<file path="src/rtl/multi_cycle_ctrl_pkg.sv">
// Shared encodings for the multi-cycle MIPS control slice.
// Contents: FSM state codes, opcode/funct constants and the encodings of
// every datapath select driven by the controller.
package mc_pkg;

    typedef enum logic [3:0] {
        S_IF       = 4'd0,
        S_ID       = 4'd1,
        S_MEM_ADDR = 4'd2,
        S_MEM_RD   = 4'd3,
        S_WB_LW    = 4'd4,
        S_MEM_WR   = 4'd5,
        S_EX_R     = 4'd6,
        S_WB_R     = 4'd7,
        S_EX_BR    = 4'd8,
        S_EX_J     = 4'd9,
        S_EX_I     = 4'd10,
        S_WB_I     = 4'd11,
        S_EX_JR    = 4'd12
    } state_t;

    // Opcodes (IR[31:26])
    localparam logic [5:0] OP_RTYPE = 6'h00;
    localparam logic [5:0] OP_J     = 6'h02;
    localparam logic [5:0] OP_JAL   = 6'h03;
    localparam logic [5:0] OP_BEQ   = 6'h04;
    localparam logic [5:0] OP_BNE   = 6'h05;
    localparam logic [5:0] OP_ADDI  = 6'h08;
    localparam logic [5:0] OP_SLTI  = 6'h0A;
    localparam logic [5:0] OP_ANDI  = 6'h0C;
    localparam logic [5:0] OP_ORI   = 6'h0D;
    localparam logic [5:0] OP_LUI   = 6'h0F;
    localparam logic [5:0] OP_LW    = 6'h23;
    localparam logic [5:0] OP_SW    = 6'h2B;

    // R-type funct codes (IR[5:0])
    localparam logic [5:0] F_SRL = 6'h02;
    localparam logic [5:0] F_JR  = 6'h08;
    localparam logic [5:0] F_ADD = 6'h20;
    localparam logic [5:0] F_SUB = 6'h22;
    localparam logic [5:0] F_AND = 6'h24;
    localparam logic [5:0] F_OR  = 6'h25;
    localparam logic [5:0] F_XOR = 6'h26;
    localparam logic [5:0] F_NOR = 6'h27;
    localparam logic [5:0] F_SLT = 6'h2A;

    // ALU operation
    localparam logic [2:0] ALU_AND = 3'b000;
    localparam logic [2:0] ALU_OR  = 3'b001;
    localparam logic [2:0] ALU_ADD = 3'b010;
    localparam logic [2:0] ALU_XOR = 3'b011;
    localparam logic [2:0] ALU_NOR = 3'b100;
    localparam logic [2:0] ALU_SRL = 3'b101;
    localparam logic [2:0] ALU_SUB = 3'b110;
    localparam logic [2:0] ALU_SLT = 3'b111;

    // Register file destination
    localparam logic [1:0] RD_RT = 2'b00;
    localparam logic [1:0] RD_RD = 2'b01;
    localparam logic [1:0] RD_RA = 2'b10;

    // Register file write-data source
    localparam logic [1:0] M2R_ALUOUT = 2'b00;
    localparam logic [1:0] M2R_MDR    = 2'b01;
    localparam logic [1:0] M2R_PC     = 2'b10;

    // ALU B operand
    localparam logic [1:0] SRCB_REG  = 2'b00;
    localparam logic [1:0] SRCB_FOUR = 2'b01;
    localparam logic [1:0] SRCB_IMM  = 2'b10;
    localparam logic [1:0] SRCB_BOFF = 2'b11;

    // Next-PC source
    localparam logic [1:0] PCS_ALU    = 2'b00;
    localparam logic [1:0] PCS_ALUOUT = 2'b01;
    localparam logic [1:0] PCS_JUMP   = 2'b10;
    localparam logic [1:0] PCS_REGA   = 2'b11;

    // Immediate extension
    localparam logic [1:0] EXT_SIGN = 2'b00;
    localparam logic [1:0] EXT_ZERO = 2'b01;
    localparam logic [1:0] EXT_LUI  = 2'b10;

endpackage

</file>
<file path="src/rtl/multi_cycle_ctrl_if.sv">
// Controller <-> datapath bundle.
// master: the control FSM (consumes opcode/funct/zero/mem_ready, drives
//         strobes, selects and debug state).
// slave : the datapath / memory side.
interface multi_cycle_ctrl_if;
    logic [5:0] opcode;
    logic [5:0] funct;
    logic       zero;
    logic       mem_ready;
    logic       pc_ce;
    logic       ir_write;
    logic       mem_read;
    logic       mem_write;
    logic       i_or_d;
    logic       reg_write;
    logic [1:0] reg_dst;
    logic [1:0] mem_to_reg;
    logic       alu_src_a;
    logic [1:0] alu_src_b;
    logic [1:0] ext_op;
    logic [2:0] alu_ctrl;
    logic [1:0] pc_source;
    logic       illegal_op;
    logic [3:0] state;

    modport master (
        input  opcode, funct, zero, mem_ready,
        output pc_ce, ir_write, mem_read, mem_write, i_or_d, reg_write,
               reg_dst, mem_to_reg, alu_src_a, alu_src_b, ext_op,
               alu_ctrl, pc_source, illegal_op, state
    );

    modport slave (
        output opcode, funct, zero, mem_ready,
        input  pc_ce, ir_write, mem_read, mem_write, i_or_d, reg_write,
               reg_dst, mem_to_reg, alu_src_a, alu_src_b, ext_op,
               alu_ctrl, pc_source, illegal_op, state
    );
endinterface

</file>
<file path="src/rtl/multi_cycle_ctrl_alu_decoder.sv">
// R-type funct decoder.
// funct_i    : IR[5:0]
// alu_ctrl_o : ALU operation for the funct (add when not an ALU op)
// legal_o    : funct is one of the supported R-type instructions (incl. jr)
module alu_decoder
    import mc_pkg::*;
(
    input  logic [5:0] funct_i,
    output logic [2:0] alu_ctrl_o,
    output logic       legal_o
);
    always_comb begin
        alu_ctrl_o = ALU_ADD;
        legal_o    = 1'b1;
        case (funct_i)
            F_ADD:   alu_ctrl_o = ALU_ADD;
            F_SUB:   alu_ctrl_o = ALU_SUB;
            F_AND:   alu_ctrl_o = ALU_AND;
            F_OR:    alu_ctrl_o = ALU_OR;
            F_XOR:   alu_ctrl_o = ALU_XOR;
            F_NOR:   alu_ctrl_o = ALU_NOR;
            F_SLT:   alu_ctrl_o = ALU_SLT;
            F_SRL:   alu_ctrl_o = ALU_SRL;
            F_JR:    alu_ctrl_o = ALU_ADD;   // legal, but handled by EX_JR
            default: legal_o    = 1'b0;
        endcase
    end
endmodule

</file>
<file path="src/rtl/multi_cycle_ctrl.sv">
// Main control FSM of the multi-cycle MIPS datapath.
// clk : system clock
// rst : synchronous active-high reset
// bus : controller side (master) of multi_cycle_ctrl_if -- IR fields, zero
//       flag and memory ready in; CE strobes, mux/ALU selects, illegal_op
//       pulse and debug state out.
// Outputs are a combinational decode of the current state (plus mem_ready,
// zero and opcode where an instruction needs them).
module multi_cycle_ctrl
    import mc_pkg::*;
(
    input  logic               clk,
    input  logic               rst,
    multi_cycle_ctrl_if.master bus
);
    state_t     state_q, state_d;
    logic [2:0] dec_alu_ctrl;
    logic       dec_legal;

    logic       pc_write, pc_write_cond, is_bne;
    logic       ir_write, mem_read, mem_write, i_or_d, reg_write;
    logic [1:0] reg_dst, mem_to_reg, alu_src_b, ext_op, pc_source;
    logic       alu_src_a, illegal_op;
    logic [2:0] alu_ctrl;

    alu_decoder u_alu_decoder (
        .funct_i    (bus.funct),
        .alu_ctrl_o (dec_alu_ctrl),
        .legal_o    (dec_legal)
    );

    always_ff @(posedge clk) begin
        if (rst) state_q <= S_IF;
        else     state_q <= state_d;
    end

    always_comb begin
        state_d       = state_q;
        pc_write      = 1'b0;
        pc_write_cond = 1'b0;
        is_bne        = 1'b0;
        ir_write      = 1'b0;
        mem_read      = 1'b0;
        mem_write     = 1'b0;
        i_or_d        = 1'b0;
        reg_write     = 1'b0;
        reg_dst       = RD_RT;
        mem_to_reg    = M2R_ALUOUT;
        alu_src_a     = 1'b0;
        alu_src_b     = SRCB_REG;
        ext_op        = EXT_SIGN;
        alu_ctrl      = ALU_AND;
        pc_source     = PCS_ALU;
        illegal_op    = 1'b0;

        case (state_q)
            S_IF: begin
                mem_read  = 1'b1;
                alu_src_b = SRCB_FOUR;
                alu_ctrl  = ALU_ADD;
                if (bus.mem_ready) begin
                    ir_write = 1'b1;
                    pc_write = 1'b1;
                    state_d  = S_ID;
                end
            end
            S_ID: begin
                // Branch target computed speculatively into ALUOut.
                alu_src_b = SRCB_BOFF;
                alu_ctrl  = ALU_ADD;
                case (bus.opcode)
                    OP_LW, OP_SW:   state_d = S_MEM_ADDR;
                    OP_RTYPE: begin
                        if (!dec_legal) begin
                            illegal_op = 1'b1;
                            state_d    = S_IF;
                        end else if (bus.funct == F_JR) begin
                            state_d = S_EX_JR;
                        end else begin
                            state_d = S_EX_R;
                        end
                    end
                    OP_BEQ, OP_BNE: state_d = S_EX_BR;
                    OP_J, OP_JAL:   state_d = S_EX_J;
                    OP_ADDI, OP_SLTI, OP_ANDI, OP_ORI, OP_LUI:
                                    state_d = S_EX_I;
                    default: begin
                        illegal_op = 1'b1;
                        state_d    = S_IF;
                    end
                endcase
            end
            S_MEM_ADDR: begin
                alu_src_a = 1'b1;
                alu_src_b = SRCB_IMM;
                ext_op    = EXT_SIGN;
                alu_ctrl  = ALU_ADD;
                state_d   = (bus.opcode == OP_LW) ? S_MEM_RD : S_MEM_WR;
            end
            S_MEM_RD: begin
                mem_read = 1'b1;
                i_or_d   = 1'b1;
                if (bus.mem_ready) state_d = S_WB_LW;
            end
            S_WB_LW: begin
                reg_write  = 1'b1;
                reg_dst    = RD_RT;
                mem_to_reg = M2R_MDR;
                state_d    = S_IF;
            end
            S_MEM_WR: begin
                mem_write = 1'b1;
                i_or_d    = 1'b1;
                if (bus.mem_ready) state_d = S_IF;
            end
            S_EX_R: begin
                alu_src_a = 1'b1;
                alu_src_b = SRCB_REG;
                alu_ctrl  = dec_alu_ctrl;
                state_d   = S_WB_R;
            end
            S_WB_R: begin
                reg_write  = 1'b1;
                reg_dst    = RD_RD;
                mem_to_reg = M2R_ALUOUT;
                state_d    = S_IF;
            end
            S_EX_BR: begin
                alu_src_a     = 1'b1;
                alu_src_b     = SRCB_REG;
                alu_ctrl      = ALU_SUB;
                pc_write_cond = 1'b1;
                pc_source     = PCS_ALUOUT;
                is_bne        = (bus.opcode == OP_BNE);
                state_d       = S_IF;
            end
            S_EX_J: begin
                pc_write  = 1'b1;
                pc_source = PCS_JUMP;
                // PC still holds PC+4 here, so the link value is written on
                // the same edge that loads the jump target.
                if (bus.opcode == OP_JAL) begin
                    reg_write  = 1'b1;
                    reg_dst    = RD_RA;
                    mem_to_reg = M2R_PC;
                end
                state_d = S_IF;
            end
            S_EX_JR: begin
                pc_write  = 1'b1;
                pc_source = PCS_REGA;
                state_d   = S_IF;
            end
            S_EX_I: begin
                alu_src_a = 1'b1;
                alu_src_b = SRCB_IMM;
                case (bus.opcode)
                    OP_SLTI: begin ext_op = EXT_SIGN; alu_ctrl = ALU_SLT; end
                    OP_ANDI: begin ext_op = EXT_ZERO; alu_ctrl = ALU_AND; end
                    OP_ORI:  begin ext_op = EXT_ZERO; alu_ctrl = ALU_OR;  end
                    // lui: rs is $0, so OR passes the shifted immediate.
                    OP_LUI:  begin ext_op = EXT_LUI;  alu_ctrl = ALU_OR;  end
                    default: begin ext_op = EXT_SIGN; alu_ctrl = ALU_ADD; end
                endcase
                state_d = S_WB_I;
            end
            S_WB_I: begin
                reg_write  = 1'b1;
                reg_dst    = RD_RT;
                mem_to_reg = M2R_ALUOUT;
                state_d    = S_IF;
            end
            default: state_d = S_IF;  // unused codes recover with no strobes
        endcase

        // Reset suppresses every state-changing strobe for that cycle.
        if (rst) begin
            state_d       = S_IF;
            pc_write      = 1'b0;
            pc_write_cond = 1'b0;
            ir_write      = 1'b0;
            reg_write     = 1'b0;
            mem_write     = 1'b0;
            illegal_op    = 1'b0;
        end
    end

    assign bus.pc_ce      = pc_write | (pc_write_cond & (bus.zero ^ is_bne));
    assign bus.ir_write   = ir_write;
    assign bus.mem_read   = mem_read;
    assign bus.mem_write  = mem_write;
    assign bus.i_or_d     = i_or_d;
    assign bus.reg_write  = reg_write;
    assign bus.reg_dst    = reg_dst;
    assign bus.mem_to_reg = mem_to_reg;
    assign bus.alu_src_a  = alu_src_a;
    assign bus.alu_src_b  = alu_src_b;
    assign bus.ext_op     = ext_op;
    assign bus.alu_ctrl   = alu_ctrl;
    assign bus.pc_source  = pc_source;
    assign bus.illegal_op = illegal_op;
    assign bus.state      = state_q;
endmodule

</file>
<file path="src/flat_wrapper.sv">
// flat-port wrapper written by rule: the top's interface ports become plain ports
module multi_cycle_ctrl_flat import mc_pkg::*;
  (clk, rst, bus_opcode, bus_funct, bus_zero, bus_mem_ready, bus_pc_ce, bus_ir_write, bus_mem_read, bus_mem_write, bus_i_or_d, bus_reg_write, bus_reg_dst, bus_mem_to_reg, bus_alu_src_a, bus_alu_src_b, bus_ext_op, bus_alu_ctrl, bus_pc_source, bus_illegal_op, bus_state);
  multi_cycle_ctrl_if bus_i ();
  input  logic clk;
  input  logic rst;
  input wire logic [$bits(bus_i.opcode)-1:0] bus_opcode;
  input wire logic [$bits(bus_i.funct)-1:0] bus_funct;
  input wire logic [$bits(bus_i.zero)-1:0] bus_zero;
  input wire logic [$bits(bus_i.mem_ready)-1:0] bus_mem_ready;
  output wire logic [$bits(bus_i.pc_ce)-1:0] bus_pc_ce;
  output wire logic [$bits(bus_i.ir_write)-1:0] bus_ir_write;
  output wire logic [$bits(bus_i.mem_read)-1:0] bus_mem_read;
  output wire logic [$bits(bus_i.mem_write)-1:0] bus_mem_write;
  output wire logic [$bits(bus_i.i_or_d)-1:0] bus_i_or_d;
  output wire logic [$bits(bus_i.reg_write)-1:0] bus_reg_write;
  output wire logic [$bits(bus_i.reg_dst)-1:0] bus_reg_dst;
  output wire logic [$bits(bus_i.mem_to_reg)-1:0] bus_mem_to_reg;
  output wire logic [$bits(bus_i.alu_src_a)-1:0] bus_alu_src_a;
  output wire logic [$bits(bus_i.alu_src_b)-1:0] bus_alu_src_b;
  output wire logic [$bits(bus_i.ext_op)-1:0] bus_ext_op;
  output wire logic [$bits(bus_i.alu_ctrl)-1:0] bus_alu_ctrl;
  output wire logic [$bits(bus_i.pc_source)-1:0] bus_pc_source;
  output wire logic [$bits(bus_i.illegal_op)-1:0] bus_illegal_op;
  output wire logic [$bits(bus_i.state)-1:0] bus_state;
  assign bus_i.opcode = bus_opcode;
  assign bus_i.funct = bus_funct;
  assign bus_i.zero = bus_zero;
  assign bus_i.mem_ready = bus_mem_ready;
  assign bus_pc_ce = bus_i.pc_ce;
  assign bus_ir_write = bus_i.ir_write;
  assign bus_mem_read = bus_i.mem_read;
  assign bus_mem_write = bus_i.mem_write;
  assign bus_i_or_d = bus_i.i_or_d;
  assign bus_reg_write = bus_i.reg_write;
  assign bus_reg_dst = bus_i.reg_dst;
  assign bus_mem_to_reg = bus_i.mem_to_reg;
  assign bus_alu_src_a = bus_i.alu_src_a;
  assign bus_alu_src_b = bus_i.alu_src_b;
  assign bus_ext_op = bus_i.ext_op;
  assign bus_alu_ctrl = bus_i.alu_ctrl;
  assign bus_pc_source = bus_i.pc_source;
  assign bus_illegal_op = bus_i.illegal_op;
  assign bus_state = bus_i.state;
  multi_cycle_ctrl u_core (.clk(clk), .rst(rst), .bus(bus_i));
endmodule
</file>
<file path="config.mk">
export PLATFORM = sky130hd
export DESIGN_NAME = multi_cycle_ctrl_flat
export DESIGN_NICKNAME = d
export VERILOG_FILES = /design/src/rtl/multi_cycle_ctrl_pkg.sv /design/src/rtl/multi_cycle_ctrl_if.sv /design/src/rtl/multi_cycle_ctrl_alu_decoder.sv /design/src/rtl/multi_cycle_ctrl.sv /design/src/flat_wrapper.sv
export SDC_FILE = /design/constraint.sdc
export NUM_CORES = 1
export LEC_CHECK = 0
export ABC_CLOCK_PERIOD_IN_PS = 1930
export CORE_ASPECT_RATIO = 1.25
export CORE_UTILIZATION = 39
export DETAILED_ROUTE_END_ITERATION = 10
export PLACE_DENSITY = 0.8
export SLEW_MARGIN = 20
export SYNTH_ARGS = -nofsm -noshare
export SYNTH_HDL_FRONTEND = slang
export SYNTH_SLANG_ARGS = --single-unit
</file>
<file path="constraint.sdc">
create_clock -name clk -period 1.93 [get_ports clk]
set_clock_uncertainty 0.2 [all_clocks]
set_input_delay 0.579 -clock clk [delete_from_list [all_inputs] [get_ports clk]]
set_output_delay 0.579 -clock clk [all_outputs]
set_load 0.02 [all_outputs]
</file>
==> flow_metrics.env, run 1 <==
export IMPL_status="aborted with a tool error"
export IMPL_die_y_um=58.1
export IMPL_cts_root_buf="clkbuf_4"
export IMPL_async_reset_ff_share_pct=0
export IMPL_dp_cells=256
export IMPL_stop_stage="4_1_cts"
export IMPL_yosysSeqAreaShare_pct=8.15
export IMPL_synth_area_per_cell_um2=6.82
export IMPL_cts_max_level=1
export IMPL_dp_hpwl_um=3410
export IMPL_ctsResizeCount=257
export IMPL_synthTopCellsByArea="clkbuf_8, dfxtp_1, nor2_1, a21oi_1, nand2_1"
export IMPL_die_w_um=46.9
export IMPL_syn_nets=160
export IMPL_ys_ff_latch=4
export IMPL_portBuffers=40
export IMPL_start_util_pct=43.0
export IMPL_placed_area_um2=1850
export IMPL_ys_flop_type="dfxtp_1"
export IMPL_yosysTopAreaCell="clkbuf_8"
export IMPL_max_clock_path_buffers=2
export IMPL_post_cts_repair_setup_buffers=22
export IMPL_yosysWarningCount=0
export IMPL_numClockSinks=4
export IMPL_cts_buffers=3
export IMPL_ys_types=47
export IMPL_ios=41
export IMPL_postSynthCellCount=144
export IMPL_tool_error="[ERROR DPL-0033] detailed placement checks failed during check placement."
export IMPL_place_congestion=0.993
export IMPL_syn_cell_area_um2=982
export IMPL_synth_top_cell_area_share_pct=8.41
export IMPL_hold_buffers=0
export IMPL_rows=19
export IMPL_synth_edf_count=0
kinds of logic after synthesis:
| family | count (synthesis) | synth area share, % |
|---|---|---|
| multiplexers | 1 | 1.02 |
| AND/OR/NAND/NOR | 77 | 43.3 |
| XOR/XNOR | 3 | 2.68 |
| AO/OA/AOI/OAI | 41 | 29.9 |
| flip-flops | 4 | 8.15 |
| buffers and inverters | 18 | 14.9 |
stage by stage:
step | setup WS [ns] | hold WS [ns]
after global placement | -1.51 | 0.553
after floorplan | -0.410 | 0.560
after detailed placement | -1.56 | 0.562
cells in the mapped netlist, types with 3 or more instances:
library cell / number
nor2_1: 21
buf_2: 3
nor3_1: 11
nand3_1: 6
a21oi_1: 14
a32o_1: 3
dfxtp_1: 4
o21ai_0: 6
clkbuf_8: 6
inv_1: 4
nand2_1: 17
nand2b_1: 6
==> inputs of run 2 (changes only) <==
--- a/config.mk
+++ b/config.mk
@@ -5,11 +5,11 @@
 export SDC_FILE = /design/constraint.sdc
 export NUM_CORES = 1
 export LEC_CHECK = 0
-export ABC_CLOCK_PERIOD_IN_PS = 1930
-export CORE_ASPECT_RATIO = 1.25
-export CORE_UTILIZATION = 39
+export ABC_CLOCK_PERIOD_IN_PS = 2500
+export CORE_AREA = 2 2 63 65
 export DETAILED_ROUTE_END_ITERATION = 10
-export PLACE_DENSITY = 0.8
+export DIE_AREA = 0 0 65 67
+export PLACE_DENSITY_LB_ADDON = 0.15
 export SLEW_MARGIN = 20
 export SYNTH_ARGS = -nofsm -noshare
 export SYNTH_HDL_FRONTEND = slang
==> constraint.sdc (replaced) <==
create_clock -name clk -period 2.5 [get_ports clk]
set_clock_uncertainty 0.2 [all_clocks]
set_input_delay 0.75 -clock clk [delete_from_list [all_inputs] [get_ports clk]]
set_output_delay 0.75 -clock clk [all_outputs]
set_load 0.02 [all_outputs]
==> run 2 against run 1 <==
  * Area after synthesis unchanged
  * The flow now finishes, with violations (setup timing)
  * Synthesized cell count unchanged
==> flow_metrics.env, run 2 <==
export IMPL_grt_pass1_wl_um=6620
export IMPL_maxCapViolCount=0
export IMPL_yosysTopAreaCell="clkbuf_8"
export IMPL_first_iter_violations=33
export IMPL_layout_common_cells="buf_4, buf_6, nor2_1"
export IMPL_syn2layout_area_growth_pct=108
export IMPL_cts_buffers=3
export IMPL_async_reset_ff_share_pct=0
export IMPL_dp_cells=272
export IMPL_path_class="in -> out"
export IMPL_via_count=1458
export IMPL_hold_buffers=0
export IMPL_clk_latency_ns=0.21
export IMPL_dr_pass1_iters=4
export IMPL_fmax_mhz=355
export IMPL_crit_path_end="bus_pc_ce"
export IMPL_syn_cell_area_um2=982
export IMPL_timing_final_crit_period_ns=2.82
export IMPL_critPathMaxFanout=2
export IMPL_core_area_um2=3610
export IMPL_syn_nets=160
export IMPL_grtUsageTotal_pct=19.2
export IMPL_largest_register_ffs=4
export IMPL_slew_violations=0
export IMPL_p_leak_nw=0.922
export IMPL_yosysSeqAreaShare_pct=8.15
export IMPL_rr_endpoint="u_core.bus.state[2]$_SDFFE_PP0P_"
export IMPL_rows=22
export IMPL_min_delay_start="u_core.bus.state[1]$_SDFFE_PP0P_"
export IMPL_synth_area_per_cell_um2=6.82
export IMPL_max_clock_path_buffers=2
export IMPL_avgRoutedWirePerCell_um=14.1
export IMPL_ys_ff_latch=4
export IMPL_cp_slowest_cell="nor3_4"
export IMPL_yosysWarningCount=0
export IMPL_postSynthCellCount=144
export IMPL_hold_viol=0
export IMPL_endpoint_kind="output port"
export IMPL_grt_overflow=0
export IMPL_synth_most_common_cell="nor2_1"
export IMPL_synth_edf_count=0
export IMPL_finalWirelength_um=4040
export IMPL_slew_headroom_pct=78.7
export IMPL_die_area_um2=4360
export IMPL_antennaDiodeCount=0
export IMPL_setup_viol=8
export IMPL_vias_per_cell=5.08
export IMPL_p_per_area_nw_per_um2=216
export IMPL_instances_no_fill=287
export IMPL_place_congestion=0.807
export IMPL_die_y_um=67
export IMPL_synthTopCellsByArea="clkbuf_8, dfxtp_1, nor2_1, a21oi_1, nand2_1"
export IMPL_start_util_pct=27.2
export IMPL_r2r_setup_slack_ns=0.81
export IMPL_cp_buffers_inverters=2
export IMPL_cts_max_level=1
export IMPL_cp_top_family="simple AND/OR/NAND/NOR gates"
export IMPL_portBuffers=40
export IMPL_drive_gt1_share_pct=56.5
export IMPL_cp_cell_sequence="buf_8 -> nor3_4 -> nor3b_2 -> xor2_1 -> nor2_1 -> o41ai_4 -> buf_4"
export IMPL_critical_path_depth=7
export IMPL_final_common_cell="buf_4"
export IMPL_ios=41
export IMPL_die_w_um=65
export IMPL_dp_hpwl_um=3010
export IMPL_hold_class="reg -> reg"
export IMPL_violations="setup timing"
export IMPL_rsz0062_at_grt="true"
export IMPL_drc=0
export IMPL_worstPathArrival_ns=1.87
export IMPL_cts_tree="done"
export IMPL_ant_nets=0
export IMPL_synth_top_cell_area_share_pct=8.41
export IMPL_antenna_found_initial=0
export IMPL_cp_start_kind="primary input"
export IMPL_worst_pin_slew_ns=0.318
export IMPL_path_clk_slew_ns=0.03
export IMPL_fillers=358
export IMPL_cts_root_buf="clkbuf_8"
export IMPL_grt_max_degree=19
export IMPL_worst_setup_path_startpoint="bus_opcode[4]"
export IMPL_dp_slack_ns=-1.22
export IMPL_ys_flop_type="dfxtp_1"
export IMPL_cpPeakStageDelay_ns=0.20
export IMPL_power_mw=0.441
export IMPL_ir_drop_mv=0.237
export IMPL_status="finished with violations"
export IMPL_post_route_period_util_pct=113
export IMPL_timing_rr_start="u_core.bus.state[0]$_SDFFE_PP0P_"
export IMPL_worst_slack_ns=-0.319
export IMPL_crit_required_ns=1.55
export IMPL_grt_pass1_vias=1457
export IMPL_numClockSinks=4
export IMPL_nets=257
export IMPL_worst_r2r_cell_count=6
export IMPL_yosys_top_cells_count="nor2_1, nand2_1, a21oi_1"
export IMPL_ys_types=47
-- run 2: cell counts after synthesis --
No cell type changed its count.
-- run 2: tightest hold or removal path: stages (launching register included) --
cell	delay (ns)
dfxtp_1	0.42
buf_4	0.14
a32o_1	0.13
-- run 2: what timing repair did --
action	in CTS	in global routing
resized for setup	172	21
pin swaps	26	15
cloned	1	0
buffers inserted	9	3
setup endpoints to repair	22	15
endpoints found under the hold margin	0	0
-- run 2: how the worst min path moves through the flow --
stage	end	slack, ns	depth (start not counted)
6_report	u_core.bus.state[1]$_SDFFE_PP0P_	0.52	2
5_1_grt	u_core.bus.state[1]$_SDFFE_PP0P_	0.56	2
4_1_cts	u_core.bus.state[1]$_SDFFE_PP0P_	0.53	2
3_5_place_dp	u_core.bus.state[1]$_SDFFE_PP0P_	0.49	2
3_3_place_gp	u_core.bus.state[1]$_SDFFE_PP0P_	0.49	2
2_1_floorplan	u_core.bus.state[2]$_SDFFE_PP0P_	0.59	3
-- run 2: stage by stage --
stage          utilization, %  hold slack, ns  TNS (ns)  area, um2
2_1_floorplan               -           0.588    -0.707       1040
3_3_place_gp             49.5           0.495    -13.22       1780
6_report                 56.7           0.524     -2.02       2040
3_5_place_dp             49.5           0.495    -13.52       1780
4_1_cts                  55.7           0.527     -1.95       2010
5_1_grt                  56.7           0.563     -2.54       2040
-- run 2: final cells by class --
cell class	instances	area (um2)	area share, %
Sequential cell	4	80.1	3.92
Multi-Input combinational cell	122	932	45.6
Clock buffer	3	41.3	2.02
Timing Repair Buffer	106	913	44.7
Tap cell	48	60.1	2.94
Inverter	4	17.5	0.857
-- run 2: where the power goes --
| part | switching (mW) | total (mW) | internal, mW | leakage (nW) |
|---|---|---|---|---|
| Combinational | 0.119 | 0.243 | 0.124 | 0.868 |
| Clock | 0.0288 | 0.131 | 0.102 | 0.0216 |
| Sequential | 0.00172 | 0.0678 | 0.0661 | 0.0325 |
-- run 2: layer usage --
| layer | global-route usage [%] | vias to the layer above | routed length (um) |
|---|---|---|---|
| met1 | 22.8 | 695 | 1700 |
| met5 | 0 | - | 0 |
| met3 | 1.69 | 2 | 126 |
| li1 | - | 722 | - |
| met2 | 37.4 | 39 | 2190 |
| met4 | 3.46 | 0 | 13 |
-- run 2: cells by family (layout without fill, tap and decap cells) --
group                  count (synthesis)  in the layout  share of synthesized area (%)
AO/OA/AOI/OAI                         41             41                           29.9
XOR/XNOR                               3              3                           2.68
buffers and inverters                 18            113                           14.9
flip-flops                             4              4                           8.15
multiplexers                           1              1                           1.02
AND/OR/NAND/NOR                       77             77                           43.3
(Power assumes the default switching activity.)
==> inputs of run 3 (changes only) <==
--- a/config.mk
+++ b/config.mk
@@ -9,8 +9,10 @@
 export CORE_AREA = 2 2 63 65
 export DETAILED_ROUTE_END_ITERATION = 10
 export DIE_AREA = 0 0 65 67
+export DONT_BUFFER_PORTS = 1
 export PLACE_DENSITY_LB_ADDON = 0.15
 export SLEW_MARGIN = 20
 export SYNTH_ARGS = -nofsm -noshare
 export SYNTH_HDL_FRONTEND = slang
 export SYNTH_SLANG_ARGS = --single-unit
+export TNS_END_PERCENT = 30
==> run 3 against run 2 <==
  * The run still ends with setup timing left
  * Final cell count fell by 24%
  * Worst hold slack got worse by 0.13 ns
  * Non-clock buffer count fell by 68
  * Global-route usage fell by 3.0 points
  * Via count fell by 22%
  * Wire length fell by 19%
  * Combinational power fell by 50%
  * Count of clock-buffer cells in the layout did not move
==> flow_metrics.env, run 3 (synthesis gave the netlist of run 2 again) <==
export IMPL_grt_max_degree=19
export IMPL_placed_area_um2=1220
export IMPL_dp_hpwl_um=2600
export IMPL_drive_gt1_share_pct=37.4
export IMPL_max_clock_path_buffers=2
export IMPL_cts_root_buf="clkbuf_8"
export IMPL_via_count=1142
export IMPL_hold_viol=0
export IMPL_layout_common_cells="buf_4, nor2_1, nand2_1"
export IMPL_stdcell_area_um2=1330
export IMPL_syn2layout_area_growth_pct=34.9
export IMPL_power_mw=0.332
export IMPL_slew_violations=0
export IMPL_finalWirelength_um=3290
export IMPL_maxCapViolCount=0
export IMPL_worst_slack_ns=-0.250
export IMPL_hold_buffers=0
export IMPL_cts_tree="done"
export IMPL_place_congestion=0.778
export IMPL_path_clk_slew_ns=0.03
export IMPL_portBuffers=0
export IMPL_antenna_found_initial=0
export IMPL_path_class="in -> out"
export IMPL_die_y_um=67
export IMPL_whs_ns=0.396
export IMPL_ant_nets=0
export IMPL_slew_headroom_pct=76.5
export IMPL_switching_power_mw=0.107
export IMPL_dp_slack_ns=-0.256
export IMPL_hold_class="in -> reg"
export IMPL_pwr_share_clk_pct=43.2
export IMPL_grt_pass1_vias=1208
export IMPL_critPathMaxFanout=3
export IMPL_grtUsageTotal_pct=16.3
export IMPL_p_comb_share_pct=36.3
export IMPL_grt_pass1_wl_um=5580
export IMPL_p_per_area_nw_per_um2=250
export IMPL_largest_register_ffs=4
export IMPL_p_leak_nw=0.536
export IMPL_final_common_cell="buf_4"
export IMPL_ir_drop_mv=0.159
export IMPL_nets=189
export IMPL_dp_cells=214
export IMPL_cts_max_level=1
export IMPL_status="finished with violations"
export IMPL_p_int_mw=0.225
export IMPL_avgRoutedWirePerCell_um=15.0
export IMPL_worst_pin_slew_ns=0.352
export IMPL_cp_start_kind="primary input"
export IMPL_rows=22
export IMPL_ios=41
export IMPL_vias_per_cell=5.21
export IMPL_fin_setup_tns_ns=-0.869
export IMPL_first_iter_violations=71
export IMPL_core_area_um2=3610
export IMPL_swShare_pct=32.2
export IMPL_endpoint_kind="output port"
export IMPL_fin_util_pct=36.7
export IMPL_start_util_pct=27.2
export IMPL_clk_latency_ns=0.22
export IMPL_grt_overflow=0
export IMPL_timing_final_crit_period_ns=2.75
export IMPL_instances_no_fill=219
export IMPL_dr_pass1_iters=4
export IMPL_die_area_um2=4360
export IMPL_cts_buffers=3
export IMPL_fillers=414
export IMPL_die_w_um=65
export IMPL_antennaDiodeCount=0
export IMPL_violations="setup timing"
export IMPL_numClockSinks=4
export IMPL_seqPwrFrac_pct=20.5
export IMPL_crit_required_ns=1.55
export IMPL_rsz0062_at_grt="true"
export IMPL_setup_viol=7
export IMPL_fmax_mhz=364
export IMPL_post_route_period_util_pct=110
export IMPL_drc=0
export IMPL_worstPathArrival_ns=1.80
## run 3: cell types whose count changed in the layout (fill, tap and decap cells not counted), sizes merged
| cell | delta |
|---|---|
| clkdlybuf4s15 | -1 |
| buf | -50 |
| clkdlybuf4s50 | -5 |
| clkbuf | -5 |
| dlygate4sd2 | -7 |
## run 3: final timing paths
check | startpoint | cells after the start | slack (ns) | endpoint
worst min register to register | u_core.bus.state[3]$_SDFFE_PP0P_ | 3 | 0.58 | u_core.bus.state[0]$_SDFFE_PP0P_
worst max register to register | u_core.bus.state[3]$_SDFFE_PP0P_ | 7 | 0.82 | u_core.bus.state[3]$_SDFFE_PP0P_
worst min-delay path | rst | 1 | 0.40 | u_core.bus.state[2]$_SDFFE_PP0P_
worst max-delay path | bus_opcode[3] | 6 | -0.25 | bus_pc_ce
## run 3: worst max-delay path, stage by stage
cell and delay [ns]:
nor3_4 0.19, nor3b_4 0.24, xor2_1 0.16, nor2_1 0.08, o41ai_4 0.20, buf_4 0.19
## run 3: layer usage
metal  vias to the layer above  track usage (%)  wire, um
met3                         2             3.72       210
li1                        582                -         -
met1                       523             20.9      1530
met5                         -                0         0
met2                        35             28.1      1520
met4                         0             2.39        15
## run 3: final cells by class
class,count,area [um2],area share (%)
sequential,4,80.1,6.04
inverter,4,15.0,1.13
timing repair buffer,38,293,22.1
tap,48,60.1,4.53
multi-input combinational,122,836,63.1
clock buffer,3,41.3,3.12
## run 3: what timing repair did
item                                    in CTS  in global routing
resized for setup                           10                  5
setup buffers                                2                  0
pin swaps                                    5                  3
cloned                                       0                  0
endpoints found under the setup margin      10                 12
## run 3: power by group through the flow
stage               clock network, mW  registers [mW]  logic (mW)
detailed placement                  0          0.0685       0.113
global placement                    0          0.0687       0.113
CTS                             0.143          0.0678       0.120
global route                    0.147          0.0680       0.133
finish                          0.143          0.0679       0.121
floorplan                           0          0.0700      0.0961
==> inputs of run 4 (changes only) <==
--- a/config.mk
+++ b/config.mk
@@ -6,6 +6,7 @@
 export NUM_CORES = 1
 export LEC_CHECK = 0
 export ABC_CLOCK_PERIOD_IN_PS = 2500
+export CAP_MARGIN = 30
 export CORE_AREA = 2 2 63 65
 export DETAILED_ROUTE_END_ITERATION = 10
 export DIE_AREA = 0 0 65 67
==> results of run 4 <==
Same layout as run 3: the final DEF is identical, and so are final timing and power.
